File: src/rtl/aes_inv_round_ctrl_if.sv
// Block-stream interface for the AES inverse-cipher sequencer.
// Carries the ciphertext input handshake and the plaintext output handshake.
// The slave modport is the sequencer's view; master is the producer/consumer side.
interface aes_inv_round_ctrl_if;
  logic         in_valid;
  logic         in_ready;
  logic [127:0] ct_in;
  logic         out_valid;
  logic         out_ready;
  logic [127:0] pt_out;

  modport slave (
    input  in_valid, ct_in, out_ready,
    output in_ready, out_valid, pt_out
  );

  modport master (
    output in_valid, ct_in, out_ready,
    input  in_ready, out_valid, pt_out
  );
endinterface

File: src/rtl/aes_inv_round_ctrl.sv
// Iterative AES inverse-cipher sequencer.
// Holds the 128-bit state and runs it NR times through an external combinational
// inverse-round datapath, indexing the round-key store as it goes.
// Optional feature: define AES_INV_CTRL_ABORT_EN to add an abort input that
// drops an in-flight block and returns to IDLE.
module aes_inv_round_ctrl #(
  parameter int NR  = 10,
  parameter int RKW = 4
) (
  input  logic                 clk,
  input  logic                 rst_n,
`ifdef AES_INV_CTRL_ABORT_EN
  input  logic                 abort,
`endif
  aes_inv_round_ctrl_if.slave  io,
  output logic [RKW-1:0]       rk_idx,
  input  logic [127:0]         rk,
  output logic [127:0]         dp_state,
  output logic                 dp_last,
  input  logic [127:0]         dp_result,
  output logic                 busy
);

  localparam logic [2:0] S_IDLE  = 3'd0;
  localparam logic [2:0] S_INIT  = 3'd1;
  localparam logic [2:0] S_ROUND = 3'd2;
  localparam logic [2:0] S_FINAL = 3'd3;
  localparam logic [2:0] S_DONE  = 3'd4;

  // Key index of the initial AddRoundKey and of the first full inverse round.
  localparam logic [RKW-1:0] RK_INIT  = RKW'(NR);
  localparam logic [RKW-1:0] RK_FIRST = RKW'(NR - 1);

  logic [2:0]     fsm;
  logic [127:0]   state_q;
  logic [RKW-1:0] cnt;
  logic           abort_req;

`ifdef AES_INV_CTRL_ABORT_EN
  assign abort_req = abort;
`else
  assign abort_req = 1'b0;
`endif

  // Sequencer: accept a block, whiten it with the last round key, iterate the
  // inverse rounds down to key 0, then hold the plaintext until it is taken.
  always_ff @(posedge clk or negedge rst_n) begin
    if (!rst_n) begin
      fsm     <= S_IDLE;
      state_q <= '0;
      cnt     <= '0;
    end else if (abort_req && (fsm != S_IDLE)) begin
      fsm     <= S_IDLE;
      state_q <= '0;
      cnt     <= '0;
    end else begin
      case (fsm)
        S_IDLE: begin
          if (io.in_valid) begin
            state_q <= io.ct_in;
            cnt     <= RK_FIRST;
            fsm     <= S_INIT;
          end
        end
        S_INIT: begin
          state_q <= state_q ^ rk;
          fsm     <= S_ROUND;
        end
        S_ROUND: begin
          state_q <= dp_result;
          // cnt parks at 1 on the last full round so it never underflows.
          if (cnt == RKW'(1)) begin
            fsm <= S_FINAL;
          end else begin
            cnt <= cnt - RKW'(1);
          end
        end
        S_FINAL: begin
          state_q <= dp_result;
          fsm     <= S_DONE;
        end
        S_DONE: begin
          if (io.out_ready) begin
            fsm <= S_IDLE;
          end
        end
        default: begin
          fsm <= S_IDLE;
        end
      endcase
    end
  end

  // Output decode: handshakes, key index and datapath control follow the state only.
  always_comb begin
    io.in_ready  = 1'b0;
    io.out_valid = 1'b0;
    io.pt_out    = '0;
    rk_idx       = RK_INIT;
    dp_last      = 1'b0;
    busy         = (fsm != S_IDLE);
    dp_state     = state_q;
    case (fsm)
      S_IDLE:  io.in_ready = 1'b1;
      S_INIT:  rk_idx      = RK_INIT;
      S_ROUND: rk_idx      = cnt;
      S_FINAL: begin
        rk_idx  = '0;
        dp_last = 1'b1;
      end
      S_DONE: begin
        io.out_valid = 1'b1;
        io.pt_out    = state_q;
      end
      default: rk_idx = RK_INIT;
    endcase
  end

endmodule
File: src/flat_wrapper.sv
// flat-port wrapper written by rule: the top's interface ports become plain ports
module aes_inv_round_ctrl_flat 
#(
  parameter int NR  = 10,
  parameter int RKW = 4
)
  (clk, rst_n, rk_idx, rk, dp_state, dp_last, dp_result, busy, io_in_valid, io_ct_in, io_out_ready, io_in_ready, io_out_valid, io_pt_out);
  aes_inv_round_ctrl_if io_i ();
  input  logic clk;
  input  logic rst_n;
  output logic [RKW-1:0] rk_idx;
  input  logic [127:0] rk;
  output logic [127:0] dp_state;
  output logic dp_last;
  input  logic [127:0] dp_result;
  output logic busy;
  input wire logic [$bits(io_i.in_valid)-1:0] io_in_valid;
  input wire logic [$bits(io_i.ct_in)-1:0] io_ct_in;
  input wire logic [$bits(io_i.out_ready)-1:0] io_out_ready;
  output wire logic [$bits(io_i.in_ready)-1:0] io_in_ready;
  output wire logic [$bits(io_i.out_valid)-1:0] io_out_valid;
  output wire logic [$bits(io_i.pt_out)-1:0] io_pt_out;
  assign io_i.in_valid = io_in_valid;
  assign io_i.ct_in = io_ct_in;
  assign io_i.out_ready = io_out_ready;
  assign io_in_ready = io_i.in_ready;
  assign io_out_valid = io_i.out_valid;
  assign io_pt_out = io_i.pt_out;
  aes_inv_round_ctrl #(.NR(NR), .RKW(RKW)) u_core (.clk(clk), .rst_n(rst_n), .io(io_i), .rk_idx(rk_idx), .rk(rk), .dp_state(dp_state), .dp_last(dp_last), .dp_result(dp_result), .busy(busy));
endmodule
File: config.mk
export PLATFORM = sky130hd
export DESIGN_NAME = aes_inv_round_ctrl_flat
export DESIGN_NICKNAME = d
export VERILOG_FILES = /design/src/rtl/aes_inv_round_ctrl_if.sv /design/src/rtl/aes_inv_round_ctrl.sv /design/src/flat_wrapper.sv
export SDC_FILE = /design/constraint.sdc
export NUM_CORES = 1
export LEC_CHECK = 0
export ABC_CLOCK_PERIOD_IN_PS = 5260
export BUFFER_PORTS_ARGS = -buffer_cell sky130_fd_sc_hd__buf_2
export CORE_AREA = 4 4 253 255
export DETAILED_ROUTE_END_ITERATION = 10
export DIE_AREA = 0 0 257 259
export MAX_ROUTING_LAYER = met4
export SETUP_SLACK_MARGIN = 0.5
export SYNTH_ARGS = -nofsm -noshare
export SYNTH_HDL_FRONTEND = slang
export SYNTH_SLANG_ARGS = --single-unit
File: constraint.sdc
create_clock -name clk -period 5.26 [get_ports clk]
set_clock_uncertainty 0.2 [all_clocks]
set_input_delay 1.052 -clock clk [delete_from_list [all_inputs] [get_ports clk]]
set_output_delay 1.052 -clock clk [all_outputs]
set_load 0.01 [all_outputs]
## Word-level counts from Yosys, hierarchy flattened

Cells that the tools add are included.

- Register bits: 135
- Output and inout port bits: 264

- Add/sub/neg operators: 1
- Eq/ne operators: 9
- Multiplexer cells: 14
- Bitwise gates (word level): 1
- Reductions and logical operators: 8

Operator list:

| kind | count |
|---|---|
| $pmux 128 s3 | 1 |
| $mux 128 | 2 |
| $xor 128x128->128 | 1 |
| $pmux 4 s2 | 2 |
| $pmux 3 s5 | 1 |
| $mux 3 | 3 |
| $mux 4 | 2 |
| $eq 3x2->1 const B | 2 |
| $ne 2x2->1 const B | 3 |
| $reduce_and 3->1 | 2 |
| $reduce_bool 3->1 | 2 |
| $eq 4x1->1 const B | 1 |
| $sub 4x1->4 const B | 1 |
| $eq 3x1->1 const B | 1 |
| $eq 3x3->1 const B | 1 |
| $logic_not 3->1 | 1 |
| $mux 1 | 3 |
| $ne 2x1->1 const B | 1 |
| $reduce_and 2->1 | 1 |
| $reduce_bool 2->1 | 1 |
| $reduce_or 2->1 | 1 |

## Longest topological paths before layout

- Depth in word-level cells: 4
- Gate-level depth with buffers: 6
- Gate-level depth less buffers: 5

## Worst setup path before layout

No wires, ideal clock.

- Path type: register to output
- From: register u_core.fsm[2]
- To: output port io_pt_out[100]
- Arrival time: 1.312 ns
- Required time: 4.008 ns
- Slack: 2.696 ns
- Cell stages (with the launch flop): 7
- Path buffers: 3
- Cells stage by stage: dfrtp_1 > buf_2 > inv_1 > nor3_2 > buf_2 > clkbuf_1 > and2_1

- Longest elaborated chain between the ends: 2

RTL lines:

| element | line | RTL |
|---|---|---|
| start: declaration | aes_inv_round_ctrl.sv:34 | `logic [2:0] fsm;` |
| start signal: assignment | aes_inv_round_ctrl.sv:49 | `fsm <= S_IDLE;` |
| start signal: assignment | aes_inv_round_ctrl.sv:53 | `fsm <= S_IDLE;` |
| start signal: assignment | aes_inv_round_ctrl.sv:62 | `fsm <= S_INIT;` |
| $eq 3x3->1 | aes_inv_round_ctrl.sv:103 | `case (fsm)` |
| $mux 128 | aes_inv_round_ctrl.sv:103 |  |
| end: declaration | flat_wrapper.sv:22 | `output wire logic [$bits(io_i.pt_out)-1:0] io_pt_out;` |

No other way between the ends.

## Worst setup path after layout

- From: register u_core.fsm[2]
- To: output port io_pt_out[65]

The elaborated chain is that of the path after synthesis.

==> results.py <==
metrics = {
    "timing": {
        "post-route-period-util_pct": 72.85,
        "rsz0062_at_grt": "no",
        "setup_viol": 0,
        "setup-tns-final_ps": 0,
        "drv_slew": 0,
        "fmax_mhz": 261.0,
        "relSlewSlack_pct": 27.10,
        "worst_slew_pin_slew_ps": 1093,
        "timing.hold.ws_ps": 333.8,
        "period_needed_ps": 3832,
        "hold_violations": 0,
    },
    "drt": {
        "drt_pre_antenna_iters": 8,
        "top_layer": "met4",
        "ant_nets": 0,
        "wl_um": 46230,
        "met3WireLength_um": 4275,
        "drc_errors": 0,
        "avgRoutedWirePerCell_um": 19.19,
        "vias": 10810,
        "first_iter_violations": 1018,
        "wl_met2_um": 21860,
        "via_per_inst": 4.488,
        "met1_length_um": 18560,
    },
    "power": {
        "seqPwrFrac_pct": 28.6,
        "switching_share_pct": 48.76,
        "clock_power_share_pct": 15.2,
        "vdd_drop_max_v": 0.0002340,
        "p_int_mw": 4.187,
        "p_per_area_nw_per_um2": 592.9,
        "p_comb_share_pct": 56.2,
        "p_leak_nw": 6.487,
        "switchingPower_mw": 3.983,
    },
    "cells_and_area": {
        "fillers": 6874,
        "layout.nets": 1941,
        "drive_above_1_share_pct": 45.52,
        "register_area_um2": 3382,
        "final_cell_mix": "650 x buf_2, 134 x dfrtp_1, 131 x and2_1, 90 x nor2b_1",
        "areaGrowthSynthToFinish_pct": 51.96,
        "multiInputGateArea_um2": 5249,
        "layout_commonest_cell": "buf_2",
    },
    "setup_path": {
        "critPathKind": "reg2out",
        "endpoint_kind": "output port",
        "crit_fanout": 130,
        "cp_data_required_time_ps": 4010,
        "start_kind": "flip-flop",
        "crit_arrival_ps": 2580,
    },
    "yosys": {
        "syn_avg_cell_area_um2": 9.311,
        "synth-seq-cells": 135,
        "synth_area_um2": 9069,
        "ys_types": 35,
        "ys_warn_count": 0,
        "syn_nets": 1364,
        "seq_area_frac_synth_pct": 37.25,
        "synth_top_area_share_pct": 37.25,
        "synth_top_area_cell": "dfrtp_1",
        "netlist_instances": 974,
        "ys_top_cells_by_area": "dfrtp_1 37%, a222oi_1 9.8%, and2_1 9.1%",
    },
    "clock_network": {
        "htreeDepth": 4,
        "cts_resized": 0,
        "postCtsSetupBuffers": 0,
        "worstSkewPairLatency_ps": 450,
        "cts_sinks": 135,
        "cts_buffer_depth": 2,
        "cts_root_buffer": "clkbuf_16",
        "clkSlewWorstSetupHoldPaths_ps": 60,
        "cts_buffers": 17,
        "cts_tree": "yes",
        "hold_buffers": 0,
    },
    "global_route": {
        "grt_pass1_vias": 10630,
        "gr-total-overflow": 0,
        "antenna_found_initial": 11,
        "grt_usage_pct": 13.62,
        "grt_max_degree": 131,
        "grt_pass1_wl_um": 67760,
    },
    "die": {
        "start_util_pct": 14.72,
        "rows": 91,
        "fp.dieW_um": 257,
        "fp.dieH_um": 259,
        "die_area_um2": 66560,
        "top_level_ports": 652,
        "placeableCoreArea_um2": 61600,
    },
    "placement": {
        "gp_congestion": 0.8526,
        "dp_hpwl_um": 34470,
        "io_buffers": 651,
    },
    "job": {
        "maxCapViolCount": 0,
    },
    "hold_path": {
        "hold_path_class": "reg2reg",
    },
    "run_status": {
        "outcome": "finished clean",
    },
}
sequential cells by signal, summed over array words and instances, names as in the netlist:
register	cells
u_core.dp_state	128
u_core.cnt	4
u_core.fsm	3
synthesized netlist by cell type, drive strengths merged:
library cell  count
a21o              1
a21oi            41
a222oi           89
a22oi            40
a31oi            39
and2            132
buf              33
clkbuf           78
dfrtp           135
ha                2
inv               7
mux2i             1
nand2            40
nand2b            3
nand3b            1
nor2              3
nor2b            91
nor3              2
nor3b             2
nor4b             1
nor4bb            1
o211ai           89
o21ai             6
o21bai            1
o2bb2ai          89
o311ai            1
o41ai             2
or2               1
or3               3
or4b              1
xor2             39
through the flow:
stage	setup slack (ps)	utilization (%)	instances	area [um^2]	total power, mW
floorplan	2696	-	974	9069	5.001
global placement	2015	21.38	2369	13170	6.933
detailed placement	1940	21.38	2369	13170	6.981
CTS	1396	22.34	2401	13760	8.282
global route	1113	22.37	2409	13780	8.821
finish	1428	22.37	2409	13780	8.170
worst max-delay path: stages, from the launching register on:
cell and delay [ps]:
dfrtp_1 540, inv_4 160, nor3_4 130, buf_4 800, and2_1 250, buf_2 130
layer usage:
layer | up-vias | GRT usage (%)
met2 | 587 | 21.23
met3 | 75 | 4.468
met1 | 5203 | 16.22
li1 | 4946 | -
met4 | 0 | 5.758
met5 | - | -
cells by family (layout without fill, tap and decap cells):
| family | after synthesis | after routing | synth area share, % |
|---|---|---|---|
| adders and majority gates | 2 | 2 | 0.2759 |
| DFF | 135 | 135 | 37.25 |
| xor gates and xnor gates | 39 | 39 | 3.767 |
| muxes | 1 | 1 | 0.1104 |
| other | 0 | 8 | 0 |
| buffers and inverters | 118 | 708 | 5.381 |
| AOI/OAI and AO/OA | 398 | 398 | 34.84 |
| and+or+nand+nor | 281 | 281 | 18.38 |
area by class of cell:
class | instances | share of cell area (%)
Multi-Input combinational cell | 721 | 38.09
Inverter | 7 | 0.2088
Clock inverter | 12 | 0.9079
Tap cell | 837 | 7.599
Timing Repair Buffer | 669 | 25.12
Clock buffer | 20 | 3.387
Sequential cell | 135 | 24.54
Antenna cell | 8 | 0.1453
power by group through the flow:
stage | Clock (mW) | Combinational (mW) | Sequential, mW
after floorplan | 0 | 2.71 | 2.29
final | 1.24 | 4.59 | 2.34
after CTS | 1.31 | 4.64 | 2.34
after global routing | 1.35 | 5.04 | 2.43
after detailed placement | 0 | 4.64 | 2.34
after global placement | 0 | 4.58 | 2.35
worst paths after layout:
kind / from / end / slack, ps / depth (start not counted)
setup / recovery: u_core.fsm[2] / io_pt_out[65] / 1430 / 5
hold / removal: u_core.dp_state[2] / u_core.dp_state[2] / 330 / 1
setup reg to reg: u_core.fsm[2] / u_core.dp_state[44] / 2430 / 5
hold reg to reg: u_core.dp_state[2] / u_core.dp_state[2] / 330 / 1
max in group asynchronous: rst_n / u_core.dp_state[93] / 3630 / 2
min in group asynchronous: rst_n / u_core.dp_state[119] / 370 / 1
Power figures use the tool's default switching activity.
